$ cat config.mk
export PLATFORM = sky130hd
export DESIGN_NAME = btn_event_arbiter
export DESIGN_NICKNAME = d
export VERILOG_FILES = /design/src/rtl/btn_arb_pkg.sv /design/src/rtl/btn_hold_timer.sv /design/src/rtl/btn_event_arbiter.sv
export SDC_FILE = /design/constraint.sdc
export NUM_CORES = 1
export LEC_CHECK = 0
export BUFFER_PORTS_ARGS = -buffer_cell sky130_fd_sc_hd__buf_2
export CORE_MARGIN = 2
export CORE_UTILIZATION = 45
export DETAILED_ROUTE_END_ITERATION = 6
export HOLD_SLACK_MARGIN = 0.1
export MAX_ROUTING_LAYER = met4
export PLACE_DENSITY = 0.69
export RECOVER_POWER = 50
export SLEW_MARGIN = 20
export SYNTH_ARGS = -nofsm -noshare
export SYNTH_HDL_FRONTEND = slang
export SYNTH_HIERARCHICAL = 1
export SYNTH_SLANG_ARGS = --single-unit
$ cat constraint.sdc
create_clock -name clk -period 2.43 [get_ports clk]
set_input_delay 0.243 -clock clk [delete_from_list [all_inputs] [get_ports clk]]
set_output_delay 0.243 -clock clk [all_outputs]
set_load 0.02 [all_outputs]
$ cat src/rtl/btn_arb_pkg.sv
// Shared event-type encoding for the button event arbiter.
package btn_arb_pkg;

    typedef enum logic [1:0] {
        EVT_PRESS   = 2'b00,
        EVT_RELEASE = 2'b01,
        EVT_LONG    = 2'b10
    } evt_type_e;

endpackage

$ cat src/rtl/btn_hold_timer.sv
// Per-button hold counter: fires once per press on the cycle the counter sits at HOLD_CYCLES-1.
module btn_hold_timer #(
    parameter int HOLD_CYCLES = 50_000_000
) (
    input  logic clk,
    input  logic rst,
    input  logic level_i,
    output logic fire_o
);

    localparam int CNT_W = $clog2(HOLD_CYCLES + 1);
    localparam logic [CNT_W-1:0] CNT_LAST = CNT_W'(HOLD_CYCLES - 1);
    localparam logic [CNT_W-1:0] CNT_SAT  = CNT_W'(HOLD_CYCLES);

    logic [CNT_W-1:0] cnt_q, cnt_d;

    // One step past HOLD_CYCLES-1 parks the counter, so the fire condition cannot repeat.
    always_comb begin
        cnt_d = cnt_q;
        if (!level_i) begin
            cnt_d = '0;
        end else if (cnt_q != CNT_SAT) begin
            cnt_d = cnt_q + 1'b1;
        end
    end

    assign fire_o = level_i && (cnt_q == CNT_LAST);

    // NOTE: sequential state uses non-blocking assignments only; next-state math lives in always_comb.
    always_ff @(posedge clk) begin
        if (rst) begin
            cnt_q <= '0;
        end else begin
            cnt_q <= cnt_d;
        end
    end

endmodule

$ cat src/rtl/btn_event_arbiter.sv
// Round-robin arbiter turning per-button press/release (and optional long-press) pulses into one event stream.
// Long-press detection is built only when BTN_ARB_LONGPRESS_EN is defined.
module btn_event_arbiter
    import btn_arb_pkg::*;
#(
    parameter int N_BTN       = 4,
    parameter int HOLD_CYCLES = 50_000_000
) (
    input  logic                     clk,
    input  logic                     rst,
    input  logic [N_BTN-1:0]         p_edge,
    input  logic [N_BTN-1:0]         n_edge,
    input  logic [N_BTN-1:0]         debounced,
    output logic                     evt_valid,
    input  logic                     evt_ready,
    output logic [$clog2(N_BTN)-1:0] evt_id,
    output logic [1:0]               evt_type,
    output logic                     pending_any,
    output logic                     overflow,
    input  logic                     ovf_clr
);

    localparam int ID_W = $clog2(N_BTN);

    logic [N_BTN-1:0] press_pend_q, press_pend_d;
    logic [N_BTN-1:0] rel_pend_q, rel_pend_d;
    logic [N_BTN-1:0] long_pend;
    logic [N_BTN-1:0] clr_press, clr_long, clr_rel, any_pend;
    logic [ID_W-1:0]  rr_ptr_q, rr_ptr_d, sel_id, cand;
    logic             found, load;
    evt_type_e        sel_type;
    logic             evt_valid_q, evt_valid_d;
    logic [ID_W-1:0]  evt_id_q, evt_id_d;
    evt_type_e        evt_type_q, evt_type_d;
    logic             overflow_q, overflow_d;
    logic             drop_short, drop_long;

    // Arbitration and output-register load decision.
    always_comb begin
        load     = !evt_valid_q || evt_ready;
        any_pend = press_pend_q | long_pend | rel_pend_q;
        found    = 1'b0;
        sel_id   = '0;
        cand     = '0;
        for (int k = 0; k < N_BTN; k++) begin
            cand = ID_W'((int'(rr_ptr_q) + k) % N_BTN);
            if (!found && any_pend[cand]) begin
                found  = 1'b1;
                sel_id = cand;
            end
        end

        if (press_pend_q[sel_id]) begin
            sel_type = EVT_PRESS;
        end else if (long_pend[sel_id]) begin
            sel_type = EVT_LONG;
        end else begin
            sel_type = EVT_RELEASE;
        end

        clr_press   = '0;
        clr_long    = '0;
        clr_rel     = '0;
        evt_valid_d = evt_valid_q;
        evt_id_d    = evt_id_q;
        evt_type_d  = evt_type_q;
        rr_ptr_d    = rr_ptr_q;
        if (load) begin
            evt_valid_d = found;
            if (found) begin
                evt_id_d   = sel_id;
                evt_type_d = sel_type;
                rr_ptr_d   = (sel_id == ID_W'(N_BTN - 1)) ? '0 : sel_id + 1'b1;
                case (sel_type)
                    EVT_PRESS: clr_press[sel_id] = 1'b1;
                    EVT_LONG:  clr_long[sel_id]  = 1'b1;
                    default:   clr_rel[sel_id]   = 1'b1;
                endcase
            end
        end
    end

    // A new edge beats a same-cycle clear; it is only lost when the flag stays set.
    always_comb begin
        press_pend_d = (press_pend_q & ~clr_press) | p_edge;
        rel_pend_d   = (rel_pend_q & ~clr_rel) | n_edge;
        drop_short   = |((press_pend_q & ~clr_press & p_edge) | (rel_pend_q & ~clr_rel & n_edge));
        if (drop_short || drop_long) begin
            overflow_d = 1'b1;
        end else if (ovf_clr) begin
            overflow_d = 1'b0;
        end else begin
            overflow_d = overflow_q;
        end
    end

`ifdef BTN_ARB_LONGPRESS_EN
    logic [N_BTN-1:0] long_pend_q, long_pend_d, long_fire;

    for (genvar g = 0; g < N_BTN; g++) begin : g_hold
        btn_hold_timer #(
            .HOLD_CYCLES (HOLD_CYCLES)
        ) u_hold_timer (
            .clk     (clk),
            .rst     (rst),
            .level_i (debounced[g]),
            .fire_o  (long_fire[g])
        );
    end

    assign long_pend_d = (long_pend_q & ~clr_long) | long_fire;
    assign drop_long   = |(long_pend_q & ~clr_long & long_fire);
    assign long_pend   = long_pend_q;

    always_ff @(posedge clk) begin
        if (rst) begin
            long_pend_q <= '0;
        end else begin
            long_pend_q <= long_pend_d;
        end
    end
`else
    logic unused_cfg;

    assign long_pend  = '0;
    assign drop_long  = 1'b0;
    assign unused_cfg = &{1'b0, debounced, clr_long, HOLD_CYCLES > 1};
`endif

    always_ff @(posedge clk) begin
        if (rst) begin
            press_pend_q <= '0;
            rel_pend_q   <= '0;
            rr_ptr_q     <= '0;
            evt_valid_q  <= 1'b0;
            evt_id_q     <= '0;
            evt_type_q   <= EVT_PRESS;
            overflow_q   <= 1'b0;
        end else begin
            press_pend_q <= press_pend_d;
            rel_pend_q   <= rel_pend_d;
            rr_ptr_q     <= rr_ptr_d;
            evt_valid_q  <= evt_valid_d;
            evt_id_q     <= evt_id_d;
            evt_type_q   <= evt_type_d;
            overflow_q   <= overflow_d;
        end
    end

    assign evt_valid   = evt_valid_q;
    assign evt_id      = evt_id_q;
    assign evt_type    = evt_type_q;
    assign pending_any = |any_pend;
    assign overflow    = overflow_q;

endmodule

==> report_table.html <==
<table>
<tr><th>Metric</th><th>Value</th></tr>
<tr><th colspan="2">Synth</th></tr>
<tr><td>Post-synthesis instance total</td><td>113</td></tr>
<tr><td>Number of flops mapped to enable cells by yosys</td><td>0</td></tr>
<tr><td>Count of different cell masters after synthesis</td><td>41</td></tr>
<tr><td>Syn Nets</td><td>133</td></tr>
<tr><td>Syn Std Cell Area</td><td>a little over 900 um^2</td></tr>
<tr><td>Sequential fraction of the synthesis area</td><td>32.56%</td></tr>
<tr><td>Number of storage elements in the synthesis netlist</td><td>15</td></tr>
<tr><td>Main flop type after synthesis</td><td>dfxtp_1</td></tr>
<tr><td>Cell types occupying the most area after synthesis</td><td>dfxtp_1 33%, ha_1 5.4%, nor2_1 5.3%</td></tr>
<tr><td>Proportion of synthesized flip-flops having asynchronous set or reset</td><td>0%</td></tr>
<tr><td>Syn avg cell area</td><td>approximately 8.2 um^2</td></tr>
<tr><td>Top cell type by total area after synthesis</td><td>dfxtp_1</td></tr>
<tr><td>Post-synth top area share</td><td>between 30% and 40%</td></tr>
<tr><td>Synthesis warning total</td><td>6</td></tr>
<tr><th colspan="2">Pwr</th></tr>
<tr><td>Pwr/cell area</td><td>830.7 mW/mm^2</td></tr>
<tr><td>Internal Dissipation</td><td>577.1 uW</td></tr>
<tr><td>Static Leak</td><td>0.0005240 uW</td></tr>
<tr><td>Seq pwr share</td><td>33.3%</td></tr>
<tr><td>Switching Share</td><td>between 40% and 50%</td></tr>
<tr><td>Net switching power of the design</td><td>411.3 uW</td></tr>
<tr><td>Clock Power Share</td><td>14.7%</td></tr>
<tr><td>Peak supply drop</td><td>515.0 uV</td></tr>
<tr><td>Combinational power share</td><td>51.9%</td></tr>
<tr><th colspan="2">Clock network</th></tr>
<tr><td>Clock tree from TritonCTS</td><td>yes</td></tr>
<tr><td>Number of buffers added by the clock tree synthesis step</td><td>3</td></tr>
<tr><td>H-tree depth</td><td>1</td></tr>
<tr><td>Clock slew at reported path FFs</td><td>90 ps</td></tr>
<tr><td>Clock Tree Buf Depth</td><td>2</td></tr>
<tr><td>Clock tree root driver cell</td><td>clkbuf_4</td></tr>
<tr><td># clock sinks</td><td>15</td></tr>
<tr><td>Clock insertion delay at the later pin of the skew report</td><td>290 ps</td></tr>
<tr><th colspan="2">Cells and area</th></tr>
<tr><td>Final design area excluding fillers</td><td>0.001190 mm^2</td></tr>
<tr><td>FILL cells</td><td>192</td></tr>
<tr><td>Antenna cells</td><td>0</td></tr>
<tr><td>Fraction of layout instances using a drive strength above 1</td><td>30.50%</td></tr>
<tr><td>Synth-to-Final Area Change</td><td>29.04%</td></tr>
<tr><td>Final net count</td><td>162</td></tr>
<tr><th colspan="2">Floorplanning</th></tr>
<tr><td>Initial core utilization</td><td>around 47%</td></tr>
<tr><td>Die span in y</td><td>49.27 um</td></tr>
<tr><td>Die outline width</td><td>49.27 um</td></tr>
<tr><td>Boundary pin count</td><td>23</td></tr>
<tr><td>Area of the core</td><td>0.001942 mm^2</td></tr>
<tr><td>Num rows</td><td>16</td></tr>
<tr><td>Die area</td><td>0.002427 mm^2</td></tr>
<tr><th colspan="2">Critical path</th></tr>
<tr><td>Required time worst endpoint</td><td>~2600 ps</td></tr>
<tr><td>Critical path endpoint category</td><td>register</td></tr>
<tr><td>Critical path arrival</td><td>2500 ps</td></tr>
<tr><td>Worst setup SP type</td><td>register</td></tr>
<tr><td>CP startpoint</td><td>rr_ptr_q[1]$_SDFFE_PP0P_</td></tr>
<tr><td>Highest net fanout along the worst path</td><td>8</td></tr>
<tr><td>Critical register-to-register path startpoint</td><td>rr_ptr_q[1]$_SDFFE_PP0P_</td></tr>
<tr><td>Setup CP Type</td><td>reg -&gt; reg</td></tr>
<tr><th colspan="2">Timing</th></tr>
<tr><td>Final worst path period share</td><td>96.40%</td></tr>
<tr><td>Final Hold Violating Endpoints</td><td>0</td></tr>
<tr><td>Setup skew after layout</td><td>roughly 4.9 ps</td></tr>
<tr><td>Time the final worst path needs with I/O delays and setup</td><td>about 2300 ps</td></tr>
<tr><td>Setup TNS Final</td><td>0 ps</td></tr>
<tr><td>Final count of pins violating max slew</td><td>0</td></tr>
<tr><td>Peak clock frequency supported by timing</td><td>approximately 0.43 GHz</td></tr>
<tr><td>Final setup violation count</td><td>0</td></tr>
<tr><th colspan="2">Routing</th></tr>
<tr><td>Number of nets with antenna violations after routing</td><td>0</td></tr>
<tr><td>Drt total wl</td><td>2342 um</td></tr>
<tr><td>Mean routed wirelength per cell</td><td>13.94 um</td></tr>
<tr><td>DRT iter0 DRCs</td><td>16</td></tr>
<tr><td>TritonRoute pass-1 iters</td><td>4</td></tr>
<tr><td>Total vias in the final route</td><td>942</td></tr>
<tr><td>Detailed-route DRC error count</td><td>0</td></tr>
<tr><td>Vias per inst</td><td>5.607</td></tr>
<tr><th colspan="2">Job</th></tr>
<tr><td>Reported max-cap violation count</td><td>0</td></tr>
<tr><th colspan="2">Placed design</th></tr>
<tr><td>Dpl cell area</td><td>0.001075 mm^2</td></tr>
<tr><td>Last weighted congestion value of the routability-driven placer</td><td>0.9217</td></tr>
<tr><td>Dpl hpwl</td><td>1604 um</td></tr>
<tr><td>Port Buffer Count</td><td>17</td></tr>
<tr><th colspan="2">Worst hold path</th></tr>
<tr><td>Worst min-delay path category</td><td>in -&gt; reg</td></tr>
<tr><td>HP Start</td><td>p_edge[0]</td></tr>
<tr><th colspan="2">Global routing</th></tr>
<tr><td>Congestion Overflow GR</td><td>0</td></tr>
<tr><td>Largest net degree at the start of global routing</td><td>16</td></tr>
<tr><td>Number of antenna violations at the first check in global routing</td><td>0</td></tr>
<tr><td>Wire length of the first global-routing pass</td><td>3712 um</td></tr>
<tr><td>Global routing usage summed across all routing layers</td><td>roughly a fifth</td></tr>
<tr><td>Via count of the first global-routing pass</td><td>844</td></tr>
<tr><th colspan="2">Run status</th></tr>
<tr><td>Status</td><td>complete, no violations</td></tr>
</table>
==> sequential cells by signal, summed over array words and instances (netlist names) <==
register,cells
press_pend_q,4
overflow,1
rel_pend_q,4
evt_type,1
evt_valid,1
rr_ptr_q,2
evt_id,2
==> routing by layer <==
| metal | share of wire [%] | global-route usage [%] |
|---|---|---|
| met1 | 43 | 26.47 |
| met2 | 50 | 30.41 |
| met3 | 5.2 | 3.681 |
| met4 | 1.5 | 9.524 |
| met5 | 0 | - |
==> worst max-delay path: stages (launching register included) <==
cell and delay (ps):
dfxtp_4 380, nor3_1 230, a211oi_1 90, or3_4 410, inv_6 80, buf_12 100, ha_1 140, nand2_1 90
o311ai_0 390, o2bb2ai_2 170, a41oi_2 140
==> stage by stage <==
step / util (%) / total power (uW) / hold WS, ps / setup WS (ps) / cells
after floorplan: - / 625.7 / 312.1 / 185.5 / 113
after global placement: 55.35 / 739.8 / 470.6 / 11.58 / 160
after detailed placement: 55.35 / 747.8 / 479.9 / -20.31 / 160
after CTS: 56.77 / 896.9 / 185.0 / 25.51 / 164
after global routing: 61.28 / 1061 / 193.3 / -0.2627 / 168
final: 61.28 / 988.4 / 179.8 / 87.54 / 168
==> final cells by class <==
type	instances	area (um^2)	share of cell area [%]
Timing Repair Buffer	28	165.2	13.88
Inverter	9	38.79	3.260
Multi-Input combinational cell	85	611.8	51.42
Tap cell	27	33.78	2.839
Sequential cell	15	314.1	26.39
Clock buffer	4	26.28	2.208
==> cells in the mapped netlist, types with 2 or more instances <==
| cell | count |
|---|---|
| o21bai_1 | 2 |
| inv_1 | 8 |
| a211oi_1 | 3 |
| mux2i_1 | 3 |
| a21o_1 | 2 |
| nor2_1 | 13 |
| nand2_1 | 10 |
| nand3_1 | 3 |
| dfxtp_1 | 15 |
| a41oi_1 | 3 |
| clkbuf_1 | 3 |
| ha_1 | 4 |
| a21oi_1 | 8 |
| o21ai_0 | 9 |
==> worst paths after layout <==
path	cells after the start	slack, ps	endpoint
setup / recovery	10	90	overflow$_SDFFE_PP0P_
setup reg to reg	10	90	overflow$_SDFFE_PP0P_
hold / removal	3	180	press_pend_q[0]$_SDFF_PP0_
hold reg to reg	2	500	evt_id[0]$_SDFFE_PP0P_
==> cells by family (layout without fill, tap and decap cells) <==
family / after synthesis / after routing / synth area share, %
compound gates: 40 / 40 / 32.84
simple gates: 37 / 37 / 19.68
flops: 15 / 15 / 32.56
buf+inv: 13 / 41 / 5.834
fa+ha+maj: 4 / 4 / 5.428
mux: 3 / 3 / 3.257
other cells: 1 / 1 / 0.4067
==> timing repair <==
item / in CTS / in global routing
setup endpoints to repair: 1 / 3
buffers inserted: 0 / 4
hold buffers: 0 / 0
pin swaps: 0 / 4
gates resized for setup: 1 / 16
==> cells in the final DEF (no fill, tap or decap), drive strengths merged, types with 2 or more instances in the layout <==
| cell | netlist | layout |
|---|---|---|
| a21o | 3 | 3 |
| clkbuf | 3 | 12 |
| a41oi | 3 | 3 |
| nor2 | 13 | 13 |
| o21bai | 2 | 2 |
| o21ai | 9 | 9 |
| ha | 4 | 4 |
| mux2i | 3 | 3 |
| a21oi | 8 | 8 |
| nand2 | 10 | 10 |
| a211oi | 3 | 3 |
| buf | 1 | 20 |
| nand3 | 3 | 3 |
| a221oi | 2 | 2 |
| inv | 8 | 9 |
| dfxtp | 15 | 15 |
==> power by group through the flow <==
stage | Combinational (uW) | Clock, uW | Sequential [uW]
6_report | 513 | 146 | 329
5_1_grt | 564 | 162 | 335
4_1_cts | 423 | 151 | 323
3_5_place_dp | 421 | 0 | 327
3_3_place_gp | 415 | 0 | 325
2_1_floorplan | 285 | 0 | 340
Power figures use the tool's default switching activity.
